<file path="src/rtl/stereo_ms_proc_if.sv">
// Granule RAM and stage-control bundle for the stereo stage.
//   master : the stereo stage. It drives the RAM addresses, write strobes and
//            data, and stage_done. It receives the read data, header fields,
//            ms_bound and stage_ready.
//   slave  : the environment. This is the RAMs and the frame sequencer.
interface stereo_ms_proc_if #(
  parameter int DATA_W = 18,
  parameter int ADDR_W = 10
);
  logic [ADDR_W-1:0] granule_ch0_read_addr;
  logic [DATA_W-1:0] granule_ch0_read_data;
  logic              granule_ch0_write_enable;
  logic [ADDR_W-1:0] granule_ch0_write_addr;
  logic [DATA_W-1:0] granule_ch0_write_data;
  logic [ADDR_W-1:0] granule_ch1_read_addr;
  logic [DATA_W-1:0] granule_ch1_read_data;
  logic              granule_ch1_write_enable;
  logic [ADDR_W-1:0] granule_ch1_write_addr;
  logic [DATA_W-1:0] granule_ch1_write_data;
  logic [1:0]        header_mode;
  logic [1:0]        header_mode_extension;
  logic [ADDR_W:0]   ms_bound;
  logic              stage_ready;
  logic              stage_done;

  modport master (
    output granule_ch0_read_addr, granule_ch0_write_enable,
           granule_ch0_write_addr, granule_ch0_write_data,
           granule_ch1_read_addr, granule_ch1_write_enable,
           granule_ch1_write_addr, granule_ch1_write_data,
           stage_done,
    input  granule_ch0_read_data, granule_ch1_read_data,
           header_mode, header_mode_extension, ms_bound, stage_ready
  );

  modport slave (
    input  granule_ch0_read_addr, granule_ch0_write_enable,
           granule_ch0_write_addr, granule_ch0_write_data,
           granule_ch1_read_addr, granule_ch1_write_enable,
           granule_ch1_write_addr, granule_ch1_write_data,
           stage_done,
    output granule_ch0_read_data, granule_ch1_read_data,
           header_mode, header_mode_extension, ms_bound, stage_ready
  );
endinterface

</file>
<file path="src/rtl/stereo_ms_proc.sv">
// MP3 mid/side stereo stage.
// The stage sweeps both granule channel RAMs. In joint stereo with MS enabled
// it rewrites each line below ms_bound in place:
//   ch0 = (L+R)/sqrt2
//   ch1 = (L-R)/sqrt2
// Results are saturated. Every other mode finishes without any RAM write.
// Ports:
//   clk, rst : clock and asynchronous active-high reset
//   bus      : RAM read/write ports of both channels, the header fields,
//              ms_bound, stage_ready and stage_done (stereo_ms_proc_if.master)
//
// state  | meaning
// IDLE   | waiting for stage_ready; captures the MS condition and the bound
// SWEEP  | issuing one read per cycle for lines 0..NUM_LINES-1
// DRAIN  | waiting for the last reads to leave the pipeline
// DONE   | stage_done high for this single cycle
module stereo_ms_proc #(
  parameter int               DATA_W    = 18,
  parameter int               FRAC_W    = 16,
  parameter int               ADDR_W    = 10,
  parameter int               NUM_LINES = 576,
  parameter int               RD_LAT    = 1,
  parameter logic [DATA_W-1:0] K        = 18'h0B504
) (
  input logic              clk,
  input logic              rst,
  stereo_ms_proc_if.master bus
);

  localparam int P_W = 2*DATA_W + 1;
  localparam logic [ADDR_W:0]   LINES_W   = (ADDR_W+1)'(NUM_LINES);
  localparam logic [ADDR_W-1:0] LAST_ADDR = ADDR_W'(NUM_LINES - 1);
  localparam logic signed [P_W-1:0] SAT_MAX = P_W'((64'sd1 <<< (DATA_W-1)) - 64'sd1);
  localparam logic signed [P_W-1:0] SAT_MIN = -SAT_MAX - P_W'(1);

  typedef enum logic [1:0] {S_IDLE, S_SWEEP, S_DRAIN, S_DONE} state_t;

  state_t            state_q, state_d;
  logic [ADDR_W-1:0] rd_addr_q, rd_addr_d;
  logic [ADDR_W:0]   bound_q, bound_d;
  logic              done_q, done_d;
  logic              issue;

  logic [RD_LAT-1:0] vld_q;
  logic [ADDR_W-1:0] addr_pipe_q [RD_LAT];

  logic              wr_en_q, wr_en_d;
  logic [ADDR_W-1:0] wr_addr_q;
  logic [DATA_W-1:0] wr0_q, wr1_q;
  logic [DATA_W-1:0] sum_sat, diff_sat;

  // The IS flag in extension bit 0 is consumed by a different stage.
  logic unused_ext0;
  assign unused_ext0 = bus.header_mode_extension[0];

  // Scales by K in Q.FRAC_W. The arithmetic shift truncates toward -inf.
  // The result is then clamped to the DATA_W signed range.
  function automatic logic [DATA_W-1:0] scale_sat(input logic signed [DATA_W:0] x);
    logic signed [P_W-1:0] p;
    logic signed [P_W-1:0] sh;
    p  = P_W'(x) * P_W'($signed(K));
    sh = p >>> FRAC_W;
    if (sh > SAT_MAX)      return SAT_MAX[DATA_W-1:0];
    else if (sh < SAT_MIN) return SAT_MIN[DATA_W-1:0];
    else                   return sh[DATA_W-1:0];
  endfunction

  always_comb begin
    logic signed [DATA_W:0] a, b;
    a        = (DATA_W+1)'($signed(bus.granule_ch0_read_data));
    b        = (DATA_W+1)'($signed(bus.granule_ch1_read_data));
    sum_sat  = scale_sat(a + b);
    diff_sat = scale_sat(a - b);
  end

  always_comb begin
    state_d   = state_q;
    rd_addr_d = rd_addr_q;
    bound_d   = bound_q;
    done_d    = 1'b0;
    issue     = 1'b0;
    case (state_q)
      S_IDLE: begin
        if (bus.stage_ready) begin
          bound_d = (bus.ms_bound > LINES_W) ? LINES_W : bus.ms_bound;
          if (bus.header_mode == 2'b01 && bus.header_mode_extension[1]) begin
            state_d = S_SWEEP;
          end else begin
            state_d = S_DONE;
            done_d  = 1'b1;
          end
        end
      end
      S_SWEEP: begin
        issue = 1'b1;
        if (rd_addr_q == LAST_ADDR) begin
          rd_addr_d = '0;
          state_d   = S_DRAIN;
        end else begin
          rd_addr_d = rd_addr_q + 1'b1;
        end
      end
      S_DRAIN: begin
        if (vld_q == '0) begin
          state_d = S_DONE;
          done_d  = 1'b1;
        end
      end
      S_DONE:  state_d = S_IDLE;
      default: state_d = S_IDLE;
    endcase
  end

  // The last pipeline stage carries the line whose read data is on the bus now.
  assign wr_en_d = vld_q[RD_LAT-1] && ({1'b0, addr_pipe_q[RD_LAT-1]} < bound_q);

  always_ff @(posedge clk or posedge rst) begin
    if (rst) begin
      state_q   <= S_IDLE;
      rd_addr_q <= '0;
      bound_q   <= '0;
      done_q    <= 1'b0;
      vld_q     <= '0;
      for (int i = 0; i < RD_LAT; i++) addr_pipe_q[i] <= '0;
      wr_en_q   <= 1'b0;
      wr_addr_q <= '0;
      wr0_q     <= '0;
      wr1_q     <= '0;
    end else begin
      state_q        <= state_d;
      rd_addr_q      <= rd_addr_d;
      bound_q        <= bound_d;
      done_q         <= done_d;
      vld_q[0]       <= issue;
      addr_pipe_q[0] <= rd_addr_q;
      for (int i = 1; i < RD_LAT; i++) begin
        vld_q[i]       <= vld_q[i-1];
        addr_pipe_q[i] <= addr_pipe_q[i-1];
      end
      wr_en_q   <= wr_en_d;
      wr_addr_q <= addr_pipe_q[RD_LAT-1];
      wr0_q     <= sum_sat;
      wr1_q     <= diff_sat;
    end
  end

  assign bus.granule_ch0_read_addr    = rd_addr_q;
  assign bus.granule_ch1_read_addr    = rd_addr_q;
  assign bus.granule_ch0_write_enable = wr_en_q;
  assign bus.granule_ch1_write_enable = wr_en_q;
  assign bus.granule_ch0_write_addr   = wr_addr_q;
  assign bus.granule_ch1_write_addr   = wr_addr_q;
  assign bus.granule_ch0_write_data   = wr0_q;
  assign bus.granule_ch1_write_data   = wr1_q;
  assign bus.stage_done               = done_q;

endmodule
</file>
<file path="src/flat_wrapper.sv">
// flat-port wrapper written by rule: the top's interface ports become plain ports
module stereo_ms_proc_flat 
#(
  parameter int               DATA_W    = 18,
  parameter int               FRAC_W    = 16,
  parameter int               ADDR_W    = 10,
  parameter int               NUM_LINES = 576,
  parameter int               RD_LAT    = 1,
  parameter logic [DATA_W-1:0] K        = 18'h0B504
)
  (clk, rst, bus_granule_ch0_read_addr, bus_granule_ch0_write_enable, bus_granule_ch0_write_addr, bus_granule_ch0_write_data, bus_granule_ch1_read_addr, bus_granule_ch1_write_enable, bus_granule_ch1_write_addr, bus_granule_ch1_write_data, bus_stage_done, bus_granule_ch0_read_data, bus_granule_ch1_read_data, bus_header_mode, bus_header_mode_extension, bus_ms_bound, bus_stage_ready);
  stereo_ms_proc_if #(.DATA_W(DATA_W), .ADDR_W(ADDR_W)) bus_i ();
  input logic clk;
  input logic rst;
  output wire logic [$bits(bus_i.granule_ch0_read_addr)-1:0] bus_granule_ch0_read_addr;
  output wire logic [$bits(bus_i.granule_ch0_write_enable)-1:0] bus_granule_ch0_write_enable;
  output wire logic [$bits(bus_i.granule_ch0_write_addr)-1:0] bus_granule_ch0_write_addr;
  output wire logic [$bits(bus_i.granule_ch0_write_data)-1:0] bus_granule_ch0_write_data;
  output wire logic [$bits(bus_i.granule_ch1_read_addr)-1:0] bus_granule_ch1_read_addr;
  output wire logic [$bits(bus_i.granule_ch1_write_enable)-1:0] bus_granule_ch1_write_enable;
  output wire logic [$bits(bus_i.granule_ch1_write_addr)-1:0] bus_granule_ch1_write_addr;
  output wire logic [$bits(bus_i.granule_ch1_write_data)-1:0] bus_granule_ch1_write_data;
  output wire logic [$bits(bus_i.stage_done)-1:0] bus_stage_done;
  input wire logic [$bits(bus_i.granule_ch0_read_data)-1:0] bus_granule_ch0_read_data;
  input wire logic [$bits(bus_i.granule_ch1_read_data)-1:0] bus_granule_ch1_read_data;
  input wire logic [$bits(bus_i.header_mode)-1:0] bus_header_mode;
  input wire logic [$bits(bus_i.header_mode_extension)-1:0] bus_header_mode_extension;
  input wire logic [$bits(bus_i.ms_bound)-1:0] bus_ms_bound;
  input wire logic [$bits(bus_i.stage_ready)-1:0] bus_stage_ready;
  assign bus_granule_ch0_read_addr = bus_i.granule_ch0_read_addr;
  assign bus_granule_ch0_write_enable = bus_i.granule_ch0_write_enable;
  assign bus_granule_ch0_write_addr = bus_i.granule_ch0_write_addr;
  assign bus_granule_ch0_write_data = bus_i.granule_ch0_write_data;
  assign bus_granule_ch1_read_addr = bus_i.granule_ch1_read_addr;
  assign bus_granule_ch1_write_enable = bus_i.granule_ch1_write_enable;
  assign bus_granule_ch1_write_addr = bus_i.granule_ch1_write_addr;
  assign bus_granule_ch1_write_data = bus_i.granule_ch1_write_data;
  assign bus_stage_done = bus_i.stage_done;
  assign bus_i.granule_ch0_read_data = bus_granule_ch0_read_data;
  assign bus_i.granule_ch1_read_data = bus_granule_ch1_read_data;
  assign bus_i.header_mode = bus_header_mode;
  assign bus_i.header_mode_extension = bus_header_mode_extension;
  assign bus_i.ms_bound = bus_ms_bound;
  assign bus_i.stage_ready = bus_stage_ready;
  stereo_ms_proc #(.DATA_W(DATA_W), .FRAC_W(FRAC_W), .ADDR_W(ADDR_W), .NUM_LINES(NUM_LINES), .RD_LAT(RD_LAT), .K(K)) u_core (.clk(clk), .rst(rst), .bus(bus_i));
endmodule
</file>
<file path="config.mk">
export PLATFORM = sky130hd
export DESIGN_NAME = stereo_ms_proc_flat
export DESIGN_NICKNAME = d
export VERILOG_FILES = /design/src/rtl/stereo_ms_proc_if.sv /design/src/rtl/stereo_ms_proc.sv /design/src/flat_wrapper.sv
export SDC_FILE = /design/constraint.sdc
export NUM_CORES = 1
export LEC_CHECK = 0
export ABC_AREA = 1
export CAP_MARGIN = 20
export CORE_MARGIN = 8
export CORE_UTILIZATION = 30
export DETAILED_ROUTE_END_ITERATION = 7
export HOLD_SLACK_MARGIN = 0.1
export REMOVE_ABC_BUFFERS = 1
export SLEW_MARGIN = 0
export SYNTH_ARGS = -nofsm -noshare
export SYNTH_HDL_FRONTEND = slang
export SYNTH_SLANG_ARGS = --single-unit
</file>
<file path="constraint.sdc">
create_clock -name clk -period 2.88 [get_ports clk]
set_input_delay 0.432 -clock clk [delete_from_list [all_inputs] [get_ports clk]]
set_output_delay 0.432 -clock clk [all_outputs]
set_load 0.05 [all_outputs]
</file>
==> impl_metrics.toml, run 1 <==
[synthesis]
synth_top_family_by_area = "adder cells"
synthArstFlopShare_pct = 100
synth-compound-area-share_pct = 8.40
synthSimpleGateAreaFrac_pct = 14.7
synth_cells = 1704
synth_top_area_share_pct = 27.2
synth-xor-area-share_pct = 4.42
synth_area_per_cell_sq_um = 8.46
synth_ff_type = "dfrtp_1"
synth-edff-count = 0
synthTopCellsByCount = "357 x inv_1, 313 x ha_1, 272 x nand2_1"
seq_area_frac_synth_pct = 14.2
synth_area_sq_um = 14400
ys_types = 54
synth_mux_area_share_pct = 0
yosysMostFrequentCell = "inv_1"
synth_top_area_cell = "ha_1"
ys_seq_elements = 82
synthTopCellsByArea = "ha_1 27%, fa_1 20%, dfrtp_1 14%"
synthAdderAreaFrac_pct = 46.9
yosys_warnings = 0

[clocking]
clkLatencyLatePin_ps = 340
tritoncts = "built"
htree_levels = 3
cts.hold.buffers_added = 0
cts_made_buffers = 9
path_clk_slew_ps = 60
cts_sinks = 82
cts_max_path_buffers = 2
root_buffer = "clkbuf_16"

[routing]
ant_nets = 0
vias = 13200
wl_per_cell_um = 14.6
route.detailed.drc = 0
viasPerCell = 4.52
finalWirelength_um = 42800
first_pass_iters = 5
dr.first_iter.drc_count = 578

[timing]
tightest_slew_ps = 680
skew_ps = 7.07
drv_slew = 0
fmax_mhz = 158
grt_setup_unrepaired = "yes"
setup_viol = 36
final.setup.tns_ps = -122430
whs_ps = 384
period_needed_ps = 6350
slew_headroom_pct = 54.7
min_period_over_period_pct = 220
setup_ws_ps = -3470
timing_hold_violations_final = 0

[finish]
nets = 2818
syn_to_final_growth_pct = 57.6
finalNonFillerCells = 2929
layout-drive-gt1-share_pct = 40.1
n_antenna_cell = 0
utilization_pct = 47.7

[critical_path]
cp.arrival_ps = 6580
critPathRequiredTime_ps = 3120
end_kind = "register"
crit_fanout = 7
cp-start-kind = "input port"
cp_slowest_stage_delay_ps = 600
slowest_stage = "fa_2"
crit_top_cell = "nand2_2"
crit_type = "input port to register"

[job]
maxCapViolCount = 0

[floorplanning]
ios = 133
die_area_sq_um = 55400
die_w_um = 235
floorplan.initialDensity_pct = 30.3
dieHeight_um = 235
core_sq_um = 47600
num_rows = 80

[outcome]
run_status = "finished, violations left"
violations = "negative setup slack"

[placement]
hpwl_um = 34600
gp_congestion = 0.881
io_buffers = 131
dp_cells = 2803

[global_route]
grt_pass1_vias = 14200
grtUsageTotal_pct = 15.1
grt_overflow = 0
grt_pass1_wl_um = 70400
grt_max_degree = 39
antenna_found_initial = 0

[hold_path]
hp-class = "register to register"
[state kept, by name, summed over array words and instances, names as in the netlist]
signal	flops
u_core.bus.granule_ch0_write_addr	10
u_core.bus.granule_ch0_write_data	18
u_core.bus.granule_ch1_write_data	18
u_core.bus.granule_ch0_write_enable	1
u_core.bus.granule_ch0_read_addr	10
u_core.vld_q	1
u_core.addr_pipe_q	10
u_core.state_q	2
u_core.bound_q	11
u_core.bus.stage_done	1
[through the flow]
step | worst slack, ps | area (sq um)
CTS | -3360 | 22100
finish | -3470 | 22700
global placement | -4600 | 19200
floorplan | -3940 | 14100
global route | -3730 | 22700
detailed placement | -4760 | 19200
[critical path, delay by kind of cell]
kind                     cells  cell delay [ps]
buffers and inverters       11             1090
AO/OA/AOI/OAI                6              800
XOR/XNOR                     1              160
adder cells (fa/ha/maj)      9             3200
AND/OR/NAND/NOR             11              910
[per-layer routing]
metal | track usage, % | part of all wire, %
met5 | 0 | 0
met4 | 3.58 | 1.5
met3 | 1.80 | 3.4
met2 | 27.2 | 50
met1 | 19.1 | 45
[kinds of logic after synthesis]
logic type	Yosys count
AOI/OAI and AO/OA	207
xor gates and xnor gates	69
adders and majority gates	455
buffers and inverters	399
DFF	82
and+or+nand+nor	492
[path summary, 6_finish.rpt]
check	from	to	slack, ps	cells after the start
worst max-delay path	bus_granule_ch1_read_data[0]	u_core.bus.granule_ch0_write_data[3]	-3470	38
worst min-delay path	u_core.addr_pipe_q[5]	u_core.bus.granule_ch0_write_addr[5]	380	0
worst max register to register	u_core.bus.granule_ch0_read_addr[0]	u_core.state_q[1]	790	11
worst min register to register	u_core.addr_pipe_q[5]	u_core.bus.granule_ch0_write_addr[5]	380	0
max in group asynchronous	rst	u_core.bus.granule_ch0_write_addr[7]	1680	3
min in group asynchronous	rst	u_core.addr_pipe_q[8]	490	2
[layout make-up]
class	count	area (sq um)
Fill cell	4444	24900
Multi-Input combinational cell	1227	13000
Timing Repair Buffer	625	5230
Sequential cell	82	2050
Inverter	364	1390
Tap cell	615	769
Clock buffer	11	253
Clock inverter	5	67.6
[placed cells by master (no fill, tap or decap), drive strengths merged, types with 6 or more instances in the layout]
master	count
nor2	102
nor4	6
a31oi	11
dlygate4sd2	17
a21oi	87
xor2	59
clkbuf	16
xnor2	10
nand3	43
ha	313
dfrtp	82
o21ai	53
a21o	6
o21a	14
inv	366
buf	507
o21bai	10
nor3	23
nand4	17
clkdlybuf4s50	96
or2	6
fa	142
nand2	292
[repair_timing]
item / in CTS / in global routing
setup endpoints to repair: 36 / 36
endpoints found under the hold margin: 0 / 0
pin swaps: 230 / 127
gates resized for setup: 465 / 140
buffers inserted: 83 / 24
gates cloned: 5 / 0
Power of run 1 is left out: the tool's default activity adds up to more than one toggle a clock period on the data nets, which glitch-free logic cannot reach.
==> run 2: changes to the inputs <==
--- a/config.mk
+++ b/config.mk
@@ -7,7 +7,6 @@
 export LEC_CHECK = 0
 export ABC_AREA = 1
 export CAP_MARGIN = 20
-export CORE_MARGIN = 8
 export CORE_UTILIZATION = 30
 export DETAILED_ROUTE_END_ITERATION = 7
 export HOLD_SLACK_MARGIN = 0.1
==> run 2 against run 1 <==
Effect of this change:
- the flow still finishes with violations (negative setup slack)
- sequential share of layout area hardly changed
- hold slack better by 1.9 ps
- register-to-register slack better by 30 ps
- via count stayed put
- clock skew hardly changed
- critical path type unchanged
==> impl_metrics.toml, run 2 (same netlist as run 1, synthesis figures left out) <==
[clocking]
root_buffer = "clkbuf_16"
tritoncts = "built"
cts_made_buffers = 9
cts_max_path_buffers = 2
cts_sinks = 82
htree_levels = 3
path_clk_slew_ps = 60
cts.hold.buffers_added = 0
clkLatencyLatePin_ps = 340

[routing]
vias = 13200
drt-met1-wl_um = 19200
wl_per_cell_um = 14.5
finalWirelength_um = 42000
dr.first_iter.drc_count = 597
wl_met3_um = 1150
wl_met2_um = 20900
first_pass_iters = 6
route.detailed.drc = 0
ant_nets = 0
highest_layer = "met4"
viasPerCell = 4.57

[finish]
n_antenna_cell = 0
utilization_pct = 48.3
layout-drive-gt1-share_pct = 40.2
nets = 2793
layout_commonest_cell = "buf_4"
syn_to_final_growth_pct = 57.2
final_cell_mix = "429 x buf_4, 317 x inv_1, 218 x ha_1"
nFillCells = 4316

[timing]
skew_ps = 7.30
period_needed_ps = 6330
fmax_mhz = 158
whs_ps = 386
min_period_over_period_pct = 220
tightest_slew_ps = 700
timing_hold_violations_final = 0
setup_viol = 36
grt_setup_unrepaired = "yes"
drv_slew = 0
slew_headroom_pct = 53.4
setup_ws_ps = -3450

[placement]
io_buffers = 131
gp_congestion = 0.902
hpwl_um = 33700
pre_cts_slack_ps = -4740

[floorplanning]
core_sq_um = 47000
dieHeight_um = 221
num_rows = 79
ios = 133
die_area_sq_um = 49000
die_w_um = 221
floorplan.initialDensity_pct = 30.7

[global_route]
antenna_found_initial = 0
grt_pass1_vias = 14200
grtUsageTotal_pct = 17.3
grt_max_degree = 40
grt_overflow = 0
grt_pass1_wl_um = 69600

[critical_path]
crit_type = "input port to register"
slowest_stage = "fa_2"
cp_slowest_stage_delay_ps = 570
critPathRequiredTime_ps = 3150
cp.arrival_ps = 6600
path_delay_family = "adder cells"
cp-start-kind = "input port"
cp_num_buf_inv = 10
end_kind = "register"
crit_fanout = 8

[hold_path]
hp-class = "register to register"

[outcome]
run_status = "finished, violations left"
violations = "negative setup slack"

[job]
maxCapViolCount = 0
[run 2: timing repair]
item                                   CTS  global route
gates resized for setup                494           126
pin swaps                              238           121
gates cloned                             5             1
setup endpoints to repair               36            36
endpoints found under the hold margin    0             0
buffers inserted                        82            16
[run 2: layout make-up]
type / instances / area [sq um] / share of cell area (%)
multi-input cells: 1227 / 13200 / 58.0
repair buffers: 600 / 5050 / 22.3
flip-flops and latches: 82 / 2050 / 9.05
inverters: 364 / 1380 / 6.10
well taps: 607 / 759 / 3.35
clock buffers: 10 / 229 / 1.01
clock inverters: 6 / 50.0 / 0.221
[run 2: worst paths after layout]
check / endpoint / slack (ps) / from / cells past startpoint
worst max-delay path: u_core.bus.granule_ch1_write_data[6] / -3450 / bus_granule_ch1_read_data[4] / 35
worst min-delay path: u_core.bus.granule_ch0_write_addr[5] / 390 / u_core.addr_pipe_q[5] / 0
worst max register to register: u_core.state_q[1] / 820 / u_core.bus.granule_ch0_read_addr[0] / 11
worst min register to register: u_core.bus.granule_ch0_write_addr[5] / 390 / u_core.addr_pipe_q[5] / 0
max in group asynchronous: u_core.bus.granule_ch0_write_addr[4] / 1680 / rst / 3
min in group asynchronous: u_core.bus.granule_ch0_write_data[15] / 500 / rst / 2
[run 2: through the flow]
step	instances	instance area [sq um]	TNS, ps
finish	2896	22700	-122530
global route	2896	22700	-131530
CTS	2882	22000	-118090
detailed placement	2784	19100	-165590
global placement	2784	19100	-162290
floorplan	1669	14100	-138650
[run 2: per-layer routing]
| metal | vias to the layer above | global-route usage [%] |
|---|---|---|
| met5 | - | 0 |
| met2 | 271 | 31.1 |
| met1 | 6331 | 22.2 |
| li1 | 6586 | - |
| met3 | 56 | 1.25 |
| met4 | 0 | 4.49 |
[run 2: worst reg2reg max path: stages, from the launching register on]
cell and delay [ps]:
dfrtp_1 460, ha_1 220, nand2_1 80, inv_1 80, nand4_1 100, nor4_1 180, nand2_1 140, nand2_1 160
o21ai_0 110, a21oi_1 220, o211ai_1 120, o21ai_0 100
Power of run 2 is left out for the same reason.
==> edit 1 (flow settings as in run 1) <==
`RD_LAT` is set to 1 in 2 places; all go to 2.
--- a/src/rtl/stereo_ms_proc.sv
+++ b/src/rtl/stereo_ms_proc.sv
@@ -19,7 +19,7 @@
   parameter int               FRAC_W    = 16,
   parameter int               ADDR_W    = 10,
   parameter int               NUM_LINES = 576,
-  parameter int               RD_LAT    = 1,
+  parameter int               RD_LAT    = 2,
   parameter logic [DATA_W-1:0] K        = 18'h0B504
 ) (
   input logic              clk,
--- a/src/flat_wrapper.sv
+++ b/src/flat_wrapper.sv
@@ -5,7 +5,7 @@
   parameter int               FRAC_W    = 16,
   parameter int               ADDR_W    = 10,
   parameter int               NUM_LINES = 576,
-  parameter int               RD_LAT    = 1,
+  parameter int               RD_LAT    = 2,
   parameter logic [DATA_W-1:0] K        = 18'h0B504
 )
   (clk, rst, bus_granule_ch0_read_addr, bus_granule_ch0_write_enable, bus_granule_ch0_write_addr, bus_granule_ch0_write_data, bus_granule_ch1_read_addr, bus_granule_ch1_write_enable, bus_granule_ch1_write_addr, bus_granule_ch1_write_data, bus_stage_done, bus_granule_ch0_read_data, bus_granule_ch1_read_data, bus_header_mode, bus_header_mode_extension, bus_ms_bound, bus_stage_ready);
Formal check against the unedited RTL: not equivalent (a bounded check fails within 4 cycles, from zero or initial values and one cycle with rst high).
==> edit 1 against run 1 <==
The run still ends with setup timing left; worst setup slack gained 100 ps; sequential share of layout area rose by 1.0 points; wire length rose by 5.1%; maximum frequency grew 1.7%; design area rose by 2.1%; critical path depth is 5 lower; count of clock-buffer cells in the layout decreased by 2; sequential cell count up 11; synthesized area is 2.0% higher; highest routed layer is now met5.
Power is not shown: default switching activity piles up to over one toggle a cycle in this logic, so the estimate is an artifact.
==> edit 1: results (changes against run 1) <==
max_slew headroom=57.3% (+2.6 points); failing checks=setup timing; largest net degree at the start of global routing=49 (+26%); post-DP HPWL=34.8 mm (+0.60%); vias in the first global route=14700 (+3.7%); Post-Synthesis Cells=1731 (+1.6%); sequential area share after synthesis=15.8% (+1.6 points); clock latency on the worst-skew pair=380 ps (+40 ps); post-route insts no fill=2944 (+0.51%); met1 usage in global routing=20.8% (+1.7 points); Synth top cells by count=361 x inv_1, 313 x ha_1, 278 x nand2_1, 142 x fa_1, 112 x nor2_1; met3 Track Usage GR=2.94% (+1.1 points); Worst Path Arrival=6520 ps (-60 ps); GR Util met2=27.2% (about the same); Yosys cell types=52 (-3.7%); crit-path max FO=5 (-2); GR Util All Layers=16.0% (+0.93 points); number of flip-flops under the largest register name=20; Setup Skew=15.4 ps (+8.32 ps); global placement routability congestion=0.900 (+2.1%); Final #Nets=2822 (+0.14%); Initial DRC Count=501 (-13%); CP top delay family=adder cells; initial antenna violation count=10 (+10); routed len/inst=15.3 µm (+4.6%); first-pass GRT wire length=73.5 mm (+4.4%); # setup viols final=36 (unchanged); worst setup margin=-3360 ps (+104 ps); vias post-DR=13500 (+2.0%); top post-synthesis cells by area=ha_1 27%, fa_1 19%, dfrtp_1 16%, inv_1 9.2%, nand2_1 7.1%; CTS clock-pin slew for the worst setup and hold paths=80 ps (+20 ps); status=finished with violations; peak per-stage delay on the critical path=570 ps (-30 ps); fill count=4392 (-1.2%); share of post-route cells with drive strength above 1=39.3% (-0.76 points)
edit 1: cell types whose count changed after synthesis, moves of 3 or more:
cell      change
nor2_1       +10
inv_1         +4
a21oi_1       +4
nand3_1      +10
o211ai_1      -3
nand2_2       -6
dfrtp_1      +11
nand2_1       +6
o21bai_1      -8
buf_2         +4
edit 1: worst paths after layout:
check | startpoint | end | slack, ps | cells past startpoint
setup / recovery | bus_granule_ch0_read_data[3] | u_core.bus.granule_ch0_write_data[0] | -3360 | 33
hold / removal | u_core.addr_pipe_q[19] | u_core.addr_pipe_q[9] | 350 | 0
setup reg to reg | u_core.bus.granule_ch0_read_addr[4] | u_core.state_q[1] | 860 | 11
hold reg to reg | u_core.addr_pipe_q[19] | u_core.addr_pipe_q[9] | 350 | 0
max in group asynchronous | rst | u_core.bus.granule_ch0_read_addr[2] | 1700 | 3
min in group asynchronous | rst | u_core.bus.granule_ch0_write_addr[1] | 510 | 2
edit 1: metal layers:
layer  up-vias  wire [µm]
met5         -         79
met1      6554      20600
met3        56       1870
li1       6662          -
met4        12        855
met2       230      21500
edit 1: cell type report:
| type | count | area [µm²] | share of cell area (%) |
|---|---|---|---|
| diodes | 4 | 10.0 | 0.0431 |
| clock buffers | 9 | 225 | 0.970 |
| clock inverters | 7 | 75.1 | 0.323 |
| inverters | 368 | 1400 | 6.01 |
| multi-input cells | 1236 | 13300 | 57.1 |
| flip-flops and latches | 93 | 2330 | 10.0 |
| well taps | 622 | 778 | 3.35 |
| repair buffers | 605 | 5150 | 22.2 |
edit 1: cell families (layout without fill, tap and decap cells):
family	Yosys count	in the layout	share of synthesized area, %
flops	93	93	15.8
compound gates	204	204	8.14
other cells	0	4	0
simple gates	505	509	14.5
buf+inv	406	989	11.3
xor+xnor	68	68	4.28
fa+ha+maj	455	455	45.9
edit 1: repair_timing:
item                                    CTS  global route
endpoints found under the setup margin   36            36
gates cloned                              8             0
resized for setup                       559            95
buffers inserted                        101            15
pin swaps                               196            89
edit 1: per-stage QoR:
step	setup TNS (ps)	setup slack (ps)	instance area (µm²)
finish	-119590	-3360	23200
global route	-128620	-3630	23200
CTS	-117510	-3300	22700
detailed placement	-165600	-4720	19300
global placement	-163940	-4690	19300
floorplan	-131440	-3700	14400
==> edit 2 (settings of run 1) <==
Made on the original files. Take the reset off `rd_addr_q` and load it in a clocked block of its own.
--- a/src/rtl/stereo_ms_proc.sv
+++ b/src/rtl/stereo_ms_proc.sv
@@ -117,7 +117,6 @@
   always_ff @(posedge clk or posedge rst) begin
     if (rst) begin
       state_q   <= S_IDLE;
-      rd_addr_q <= '0;
       bound_q   <= '0;
       done_q    <= 1'b0;
       vld_q     <= '0;
@@ -128,7 +127,6 @@
       wr1_q     <= '0;
     end else begin
       state_q        <= state_d;
-      rd_addr_q      <= rd_addr_d;
       bound_q        <= bound_d;
       done_q         <= done_d;
       vld_q[0]       <= issue;
@@ -144,6 +142,10 @@
     end
   end
 
+  always_ff @(posedge clk) begin
+    rd_addr_q <= rd_addr_d;
+  end
+
   assign bus.granule_ch0_read_addr    = rd_addr_q;
   assign bus.granule_ch1_read_addr    = rd_addr_q;
   assign bus.granule_ch0_write_enable = wr_en_q;
Formal check against the unedited RTL: not equivalent (Yosys sat finds a counterexample within 4 cycles, from zero or initial values and one cycle with rst high; the reset may be asserted at any time).
==> edit 2 against run 1 <==
The run still ends with setup timing left; wire length grew 0.98%; largest cell class unchanged; via count grew 2.7%; synthesized area grew 0.29%; sequential cell count is the same; highest routed layer unchanged; worst setup slack gained 180 ps; critical endpoint is now u_core.bus.granule_ch0_write_data[8]; sequential share of layout area shrank 0.13 points; design area grew 4.0%.
Power is not shown: default switching activity piles up to over one toggle a cycle in this logic, so the estimate is an artifact.
==> edit 2: results (changes against run 1) <==
fill count=4269 (-3.9%); Setup Skew=7.64 ps (+0.565 ps); class of the worst hold path=reg -> reg; largest net degree at the start of global routing=73 (+87%); Worst Path Arrival=6400 ps (-180 ps); mean number of vias per cell=4.54 (+0.37%); Post-synth EDFFs=10 (+10); Async SR Flop Fraction=87.8% (-12 points); Inserted Clock Buffers=9 (unchanged); failing checks=setup timing; slowest stage cell, crit path=fa_1; vias in the first global route=15100 (+6.3%); # setup viols final=36 (unchanged); Yosys cell types=50 (-7.4%); Final #Nets=2886 (+2.4%); worst setup margin=-3280 ps (+183 ps); share of post-route cells with drive strength above 1=44.3% (+4.2 points); Area after DPL=0.0194 mm² (+1.1%); Synth top cells by count=375 x inv_1, 313 x ha_1, 288 x nand2_1, 142 x fa_1, 109 x nor2_1; min-delay src=u_core.addr_pipe_q[2]; CP top delay family=adder cells; I/O Buffers=131 (unchanged); DP Worst Slack=-4630 ps (+132 ps); Initial DRC Count=433 (-25%); crit-path max FO=8 (+1); sequential area share after synthesis=14.5% (+0.31 points); status=finished with violations; top post-synthesis cells by area=ha_1 27%, fa_1 20%, dfrtp_1 12%, inv_1 9.7%, nand2_1 7.5%; post-DP HPWL=34.5 mm (-0.53%); drt total wl=43.2 mm (+0.98%); Worst Tran Pin Value=580 ps (-99.4 ps); GR Util All Layers=15.2% (+0.12 points); r2r startpoint=u_core.bus.granule_ch0_read_addr[0]; CTS clock-pin slew for the worst setup and hold paths=roughly 70 ps; first-pass GRT wire length=72.0 mm (+2.3%); global placement routability congestion=0.912 (+3.5%); total iterations of the first detailed-routing run=4 (-1); Setup crit start=bus_granule_ch0_read_data[0]
-- edit 2: cell count changes in the layout (fill, tap and decap cells not counted), moves of 11 or more --
cell and delta:
xor2_1 -11, buf_4 +54, dlygate4sd2_1 -14, inv_2 +12, ha_1 -13, nand2_1 -18
-- edit 2: metrics by stage --
stage	setup TNS, ps	std cells
finish	-116270	2997
global route	-125670	2997
CTS	-114470	2977
detailed placement	-163980	2852
global placement	-162810	2852
floorplan	-128910	1699
-- edit 2: path summary, 6_finish.rpt --
| kind | slack [ps] | cells past startpoint | to |
|---|---|---|---|
| min | 380 | 0 | u_core.bus.granule_ch0_write_addr[2] |
| max reg2reg | 470 | 9 | u_core.state_q[0] |
| min reg2reg | 380 | 0 | u_core.bus.granule_ch0_write_addr[2] |
| max | -3280 | 36 | u_core.bus.granule_ch0_write_data[8] |
| min in group asynchronous | 460 | 3 | u_core.bus.granule_ch1_write_data[0] |
| max in group asynchronous | 2060 | 3 | u_core.bus.granule_ch0_write_data[4] |
-- edit 2: worst reg2reg max path, cell delays in order (launching register included) --
cell and delay (ps):
edfxtp_1 460, ha_1 220, nand3_1 120, nor3_1 330, inv_1 120, nor3_1 280, inv_1 80, a221oi_1 430
o21ai_0 150, o21ai_0 120
-- edit 2: layout make-up --
type                            instances  area [µm²]  area share (%)
Tap cell                              615         769            3.26
Timing Repair Buffer                  665        5520            23.3
Clock buffer                           10         229           0.969
Inverter                              380        1440            6.11
Multi-Input combinational cell       1239       13500            57.2
Sequential cell                        82        2100            8.89
Clock inverter                          6        51.3           0.217
-- edit 2: repair_timing --
item,in CTS,in global routing
setup buffers,110,23
pin swaps,233,168
setup endpoints to repair,36,36
cloned,6,2
gates resized for setup,593,185
-- edit 2: kinds of logic after synthesis --
| logic type | Yosys count | share of synthesized area [%] |
|---|---|---|
| and+or+nand+nor | 509 | 14.8 |
| AOI/OAI and AO/OA | 208 | 8.24 |
| xor gates and xnor gates | 65 | 4.12 |
| adders and majority gates | 455 | 46.7 |
| buffers and inverters | 419 | 11.6 |
| DFF | 82 | 14.5 |
-- edit 2: per-layer routing --
layer / up-vias / global-route usage [%] / routed length, µm
li1: 6787 / - / -
met1: 6551 / 19.5 / 19800
met2: 217 / 27.3 / 21500
met3: 46 / 1.63 / 1220
met4: 0 / 3.37 / 684
met5: - / 0 / 0
